`src/rtl/riscv_mon_pkg.sv`:
```
// Shared types and constants for the RISC-V run controller / register-dump engine.
package riscv_mon_pkg;

    typedef enum logic [1:0] {
        ST_HOLD = 2'd0,
        ST_RUN  = 2'd1,
        ST_DUMP = 2'd2,
        ST_DONE = 2'd3
    } mon_state_e;

    typedef enum logic [1:0] {
        CAUSE_NONE     = 2'd0,
        CAUSE_LIMIT    = 2'd1,
        CAUSE_EBREAK   = 2'd2,
        CAUSE_SELFLOOP = 2'd3
    } halt_cause_e;

    localparam logic [31:0] INSTR_EBREAK   = 32'h0010_0073;
    localparam logic [31:0] INSTR_JAL_SELF = 32'h0000_006F;

endpackage

```
`src/rtl/riscv_run_monitor.sv`:
```
// Holds the core in reset, runs it for a bounded/early-halted interval, then streams
// every register out over valid/ready. Dump data is zero-latency; stalls hold idx/data.
module riscv_run_monitor
    import riscv_mon_pkg::*;
#(
    parameter int unsigned XLEN             = 32,
    parameter int unsigned NUM_REGS         = 32,
    parameter int unsigned RESET_CYCLES     = 2,
    parameter int unsigned RUN_CYCLES       = 32,
    parameter bit          HALT_ON_EBREAK   = 1'b1,
    parameter bit          HALT_ON_SELFLOOP = 1'b1,
    localparam int unsigned IW = (NUM_REGS > 1) ? $clog2(NUM_REGS) : 1
) (
    input  logic            clk,
    input  logic            reset,
    input  logic [XLEN-1:0] PC_I,
    input  logic [XLEN-1:0] Instr_I,
    output logic            core_reset,
    output logic            core_en,
    output logic [IW-1:0]   rf_raddr,
    input  logic [XLEN-1:0] rf_rdata,
    output logic            dump_valid,
    input  logic            dump_ready,
    output logic [IW-1:0]   dump_idx,
    output logic [XLEN-1:0] dump_data,
    output logic            done,
    output logic [1:0]      halt_cause,
    output logic [XLEN-1:0] halt_pc,
    output logic [31:0]     cycles_run
);

    mon_state_e      state_q, state_d;
    logic [31:0]     hold_q, hold_d;
    logic [31:0]     cyc_q, cyc_d;
    logic [IW-1:0]   idx_q, idx_d;
    halt_cause_e     cause_q, cause_d;
    logic [XLEN-1:0] hpc_q, hpc_d;

    logic hold_exit, hit_ebreak, hit_self, hit_limit, halt, last_acc;

    assign hold_exit  = (hold_q == 32'(RESET_CYCLES - 1));
    assign hit_ebreak = HALT_ON_EBREAK   && (Instr_I == XLEN'(INSTR_EBREAK));
    assign hit_self   = HALT_ON_SELFLOOP && (Instr_I == XLEN'(INSTR_JAL_SELF));
    // 33-bit compare so RUN_CYCLES near 2^32 cannot wrap the limit check.
    assign hit_limit  = (({1'b0, cyc_q} + 33'd1) == 33'(RUN_CYCLES));
    assign halt       = hit_ebreak || hit_self || hit_limit;
    assign last_acc   = dump_ready && (idx_q == IW'(NUM_REGS - 1));

    always_ff @(posedge clk) begin
        if (reset) begin
            state_q <= ST_HOLD;
        end else begin
            state_q <= state_d;
        end
    end

    always_comb begin
        state_d = state_q;
        case (state_q)
            ST_HOLD: if (hold_exit) state_d = (RUN_CYCLES == 0) ? ST_DUMP : ST_RUN;
            ST_RUN:  if (halt)      state_d = ST_DUMP;
            ST_DUMP: if (last_acc)  state_d = ST_DONE;
            default: state_d = ST_DONE;
        endcase
    end

    always_comb begin
        core_reset = 1'b0;
        core_en    = 1'b0;
        dump_valid = 1'b0;
        done       = 1'b0;
        case (state_q)
            ST_HOLD: core_reset = 1'b1;
            ST_RUN:  core_en    = 1'b1;
            ST_DUMP: dump_valid = 1'b1;
            default: done       = 1'b1;
        endcase
    end

    assign rf_raddr   = idx_q;
    assign dump_idx   = idx_q;
    assign dump_data  = rf_rdata;
    assign halt_cause = cause_q;
    assign halt_pc    = hpc_q;
    assign cycles_run = cyc_q;

    always_comb begin
        hold_d  = hold_q;
        cyc_d   = cyc_q;
        idx_d   = idx_q;
        cause_d = cause_q;
        hpc_d   = hpc_q;
        case (state_q)
            ST_HOLD: begin
                if (!hold_exit) hold_d = hold_q + 32'd1;
                else if (RUN_CYCLES == 0) cause_d = CAUSE_LIMIT;
            end
            ST_RUN: begin
                if (cyc_q != 32'hFFFF_FFFF) cyc_d = cyc_q + 32'd1;
                if (halt) begin
                    hpc_d = PC_I;
                    if (hit_ebreak)    cause_d = CAUSE_EBREAK;
                    else if (hit_self) cause_d = CAUSE_SELFLOOP;
                    else               cause_d = CAUSE_LIMIT;
                end
            end
            ST_DUMP: if (dump_ready && !last_acc) idx_d = idx_q + IW'(1);
            default: ;
        endcase
    end

    always_ff @(posedge clk) begin
        if (reset) begin
            hold_q  <= '0;
            cyc_q   <= '0;
            idx_q   <= '0;
            cause_q <= CAUSE_NONE;
            hpc_q   <= '0;
        end else begin
            hold_q  <= hold_d;
            cyc_q   <= cyc_d;
            idx_q   <= idx_d;
            cause_q <= cause_d;
            hpc_q   <= hpc_d;
        end
    end

endmodule

```
`config.mk`:
```
export PLATFORM = sky130hd
export DESIGN_NAME = riscv_run_monitor
export DESIGN_NICKNAME = d
export VERILOG_FILES = /design/src/rtl/riscv_mon_pkg.sv /design/src/rtl/riscv_run_monitor.sv
export SDC_FILE = /design/constraint.sdc
export NUM_CORES = 1
export LEC_CHECK = 0
export ABC_AREA = 1
export BUFFER_PORTS_ARGS = -buffer_cell sky130_fd_sc_hd__buf_4
export CAP_MARGIN = 20
export CORE_MARGIN = 2
export CORE_UTILIZATION = 30
export CTS_CLUSTER_SIZE = 14
export DETAILED_ROUTE_END_ITERATION = 7
export PLACE_DENSITY_LB_ADDON = 0.08
export SLEW_MARGIN = 20
export SYNTH_ARGS = -nofsm -noshare
export SYNTH_HDL_FRONTEND = slang
export SYNTH_SLANG_ARGS = --single-unit
```
`constraint.sdc`:
```
create_clock -name clk -period 4.7 [get_ports clk]
set_input_delay 0.47 -clock clk [delete_from_list [all_inputs] [get_ports clk]]
set_output_delay 0.47 -clock clk [all_outputs]
set_load 0.01 [all_outputs]
```
; ---- Yosys cells after proc, flatten, opt, wreduce, memory -nomap -nowiden
; Index checks and enable logic that the tools add are counted.
[word_totals]
register_bits = 105
latch_bits = 0
ram_bits = 0
romBits = 0
output_inout_bits = 112
elab_cells = 44
mem_count = 0
[op_classes]
n_addsub = 4
multipliers = 0
div_mod_pow = 0
n_lt_le_gt_ge = 0
n_eq_ne = 11
shifts = 0
n_mux = 10
bitwise_logic = 1
n_reduce_logical = 12
[ops]
columns = operator, n
row1 = adder 32 x 1 -> 32 bit (second input constant), 2
row2 = adder 32 x 1 -> 33 bit (second input constant), 1
row3 = equality test 33 x 6 -> 1 bit (second input constant), 1
row4 = equality test 32 x 1 -> 1 bit (second input constant), 1
row5 = equality test 32 x 21 -> 1 bit (second input constant), 1
row6 = equality test 32 x 7 -> 1 bit (second input constant), 1
row7 = != test 32 bit (second input constant), 1
row8 = two-way mux 2 bit, 5
row9 = AND reduction 2 bit, 4
row10 = != test 2 bit (second input constant), 3
row11 = case mux 2 bit (3 select lines), 1
row12 = adder 5 x 1 -> 5 bit (second input constant), 1
row13 = equality test 5 bit (second input constant), 1
row14 = two-way mux 1 bit, 4
row15 = AND reduction 3 bit, 1
row16 = OR reduction 3 bit, 1
row17 = equality test 2 x 1 -> 1 bit (second input constant), 1
row18 = equality test 2 bit (second input constant), 1
row19 = logical AND 1 bit, 2
row20 = zero test 2 bit, 1
row21 = logical OR 1 bit, 2
row22 = zero test 1 bit, 1
row23 = inverter 1 bit, 1

; ---- Longest topological paths before layout
[logic_depth]
depth_word = 5
ltp_mapped = 17
depth_no_buf = 16

; ---- Least setup slack after synthesis
; OpenSTA, ideal clock, no wires.
[synth_path]
path_type = register -> register
startpoint = reg cyc_q[0], in the netlist cycles_run[0]
endpoint = reg hpc_q[22], in the netlist halt_pc[22]
arrival_time_ns = 2.148
t_required_ns = 4.563
setup_slack_ns = 2.415
stages_incl_launch_ff = 18
period_less_slack_ns = 2.285
cell_sequence = dfxtp_1 ha_1 nand2_2 nor2_4 nand2_4 nor2_4 nand2_1 nand2_1 nand2_1 nor2_2 nand2_1 nor2_2 nand3_2 nand2_4 nand2_4 buf_6 nand2_2 a21oi_2
[synth_via]
elab_chain_len = 4
[synth_lines]
columns = item, line_no
row1 = start: declaration, riscv_run_monitor.sv:34  ; logic [31:0] cyc_q, cyc_d;
row2 = start signal: assignment, riscv_run_monitor.sv:121  ; cyc_q <= cyc_d;
row3 = adder 32 x 1 -> 33 bit, riscv_run_monitor.sv:45  ; assign hit_limit = (({1'b0, cyc_q} + 33'd1) == 33'(RUN_CYCLES));
row4 = equality test 33 x 6 -> 1 bit, riscv_run_monitor.sv:45
row5 = logical OR 1 bit, riscv_run_monitor.sv:46  ; assign halt = hit_ebreak || hit_self || hit_limit;
row6 = AND reduction 2 bit (no source line), -
row7 = end signal: assignment, riscv_run_monitor.sv:124  ; hpc_q <= hpc_d;
row8 = end: declaration, riscv_run_monitor.sv:37  ; logic [XLEN-1:0] hpc_q, hpc_d;
; No other way between the ends.
; A chain may end at the register's enable or synchronous reset.

; ---- Final worst setup path
[layout_path]
startpoint = reg cyc_q[0], in the netlist cycles_run[0]
endpoint = reg hpc_q[31], in the netlist halt_pc[31]
; Same word-level chain as after synthesis.

==> results.json <==
{
  "crit_type": "flip-flop to flip-flop",
  "max_freq_mhz": 312.5,
  "crit_path_cell_trace": "ha_1, nand3_1, nor2_4, nand2_2, nor3_1, nor2_1, nor2_2, nand2_1, nor2_2, nand3_2, nand2_4, nand2_4, nand2_1, a21oi_1",
  "clock_sinks": 105,
  "grt_overflow": 0,
  "cp_num_buf_inv": 0,
  "cts.path.max_buffers": 2,
  "grt_pass1_vias": 6072,
  "vias": 6394,
  "htreeDepth": 3,
  "drtPass1Iterations": 5,
  "p_per_area_nw_per_um2": 394.6,
  "core-area_um2": 22500,
  "status": "finished, final reports clean",
  "synthesis.nets": 1089,
  "setup_violations": 0,
  "drc_errors": 0,
  "drive_gt1_frac": 0.2725,
  "ios": 211,
  "clk_latency_ps": 360,
  "slew_headroom": 0.3837,
  "start_util": 0.3031,
  "io_buffer_count": 146,
  "synth.cell_area_um2": 6820,
  "cp_slowest_cell": "dfxtp_1",
  "vdd_drop_max_v": 0.0002222,
  "postRouteAntennaNets": 0,
  "synth_edf_count": 0,
  "critical-path-max-stage-delay_ps": 460,
  "die_x_um": 154.8,
  "synth_flop_cell": "dfxtp_1",
  "tightest_slew_ps": 923.5,
  "grt_pass1_wl_mm": 31.94,
  "fp.dieArea_um2": 23960,
  "syn-instance-count": 984,
  "rows": 55,
  "layout_common_cells": "242 x nand2_1, 150 x buf_4, 114 x nor2_1, 105 x dfxtp_1, 73 x inv_1",
  "die_h_um": 154.8,
  "synth_warnings": 0,
  "critPathTopFamily": "simple AND/OR/NAND/NOR gates",
  "vias_per_cell": 4.688,
  "post-cts-setup-buffers": 0,
  "avgSynthCellArea_um2": 6.931,
  "antenna_cells": 0,
  "p_leak_uw": 0.003055,
  "ctsHoldBuffers": 0,
  "setup_tns_ps": 0,
  "multi_input_area_um2": 3896,
  "ys_async_sr_fraction": 0,
  "finClkSkew_ps": 12.32,
  "critPathRequiredTime_ps": 4910,
  "path_max_fanout": 33,
  "drt_iter0_drc": 327,
  "power.total_uw": 3177,
  "min-delay-path-class": "input port to flip-flop",
  "cts_buffers": 9,
  "cts_resized": 0,
  "drt_wl_total_mm": 19.92,
  "period_share": 0.6808,
  "track_usage": 0.1655,
  "place_hpwl_mm": 14.77,
  "cp-start-kind": "flip-flop",
  "cts.reportedPaths.clkPinSlew_ps": 80,
  "synth_seq_cells": 105,
  "post_drt_wl_per_cell_um": 14.60,
  "cts_tree": "done",
  "layout.nets": 1179,
  "min-delay-start": "PC_I[15]",
  "cts_root_buf": "clkbuf_16",
  "fin_area_um2": 8051,
  "end_kind": "flip-flop",
  "yosysSeqAreaShare": 0.3082,
  "area_growth_pct": 18.05,
  "arrival_ps": 3410,
  "slew_violations": 0,
  "fillers": 2508,
  "place_congestion": 0.8377,
  "postPlaceCellArea_um2": 7755,
  "yosysUniqueCellTypes": 34,
  "worstSetupStartpoint": "cycles_run[0]",
  "r2r_start": "cycles_run[0]",
  "rsz0062_at_grt": "no",
  "layout_commonest_cell": "nand2_1",
  "cap_violations": 0,
  "regArea_um2": 2102,
  "period_needed_ps": 3200,
  "grt_max_degree": 64,
  "antenna_found_initial": 0,
  "hold_viol": 0
}
[cell type report]
cell class                      count  share of cell area
Clock buffer                        9             0.02797
Multi-Input combinational cell    735              0.4839
Tap cell                          285             0.04429
Clock inverter                      7            0.008858
Inverter                           73             0.03403
Timing Repair Buffer              150              0.1399
Sequential cell                   105              0.2611
[Yosys cell counts, drive strengths merged (14+ instances only)]
master  number  share of area
nand3       60          0.067
xor2        22          0.028
clkbuf      25          0.023
nor3        30          0.024
a21oi       86          0.080
nand2      286           0.18
nor2       132          0.085
buf         45          0.058
o21ai       47          0.034
nand4       16          0.015
dfxtp      105           0.31
inv         73          0.040
nor4        14          0.013
a31oi       15          0.014
[sequential cells by signal, indices dropped and copies added (netlist names)]
signal	cells
dump_idx	5
state_q	2
cycles_run	32
hold_q	32
halt_cause	2
halt_pc	32
[kinds of logic (layout without fill, tap and decap cells)]
logic type	Yosys count	in the layout	synth area share
AO/OA/AOI/OAI	152	152	0.1325
buffers and inverters	144	239	0.1220
AND/OR/NAND/NOR	551	551	0.3930
XOR/XNOR	26	26	0.03339
adder cells (fa/ha/maj)	6	6	0.01101
flip-flops	105	105	0.3082
[metal layers]
layer  part of all wire  track usage  up-vias
met4              0.012      0.03263        0
met1               0.47       0.2199     2895
met3              0.040      0.03530       15
met5                  0            0        -
li1                   -            -     3366
met2               0.47       0.2783      118
[power breakdown]
part / internal, uW / total (uW) / switching, uW
clock: 376 / 780 / 404
sequential: 1020 / 1210 / 191
combinational: 415 / 1190 / 775
[tightest hold or removal path, cell delays in order]
cell     delay (ps)
buf_4           110
nand3_2          60
a21oi_2          50
[through the flow]
step                  util  worst slack [ps]  cells  hold WS, ps
floorplan                -              2415    984        434.7
global placement    0.3446              1425   1348        447.5
detailed placement  0.3446              1377   1348        456.8
CTS                 0.3578              1458   1364        352.9
global route        0.3578              1123   1364        354.4
finish              0.3578              1500   1364        365.1
[path summary, 6_finish.rpt]
path	to	slack, ps	depth (start not counted)
max	halt_pc[31]	1500	14
min	halt_pc[15]	370	3
max reg2reg	halt_pc[31]	1500	14
min reg2reg	halt_cause[1]	460	2
No activity file was read; power rests on OpenSTA's default activity.
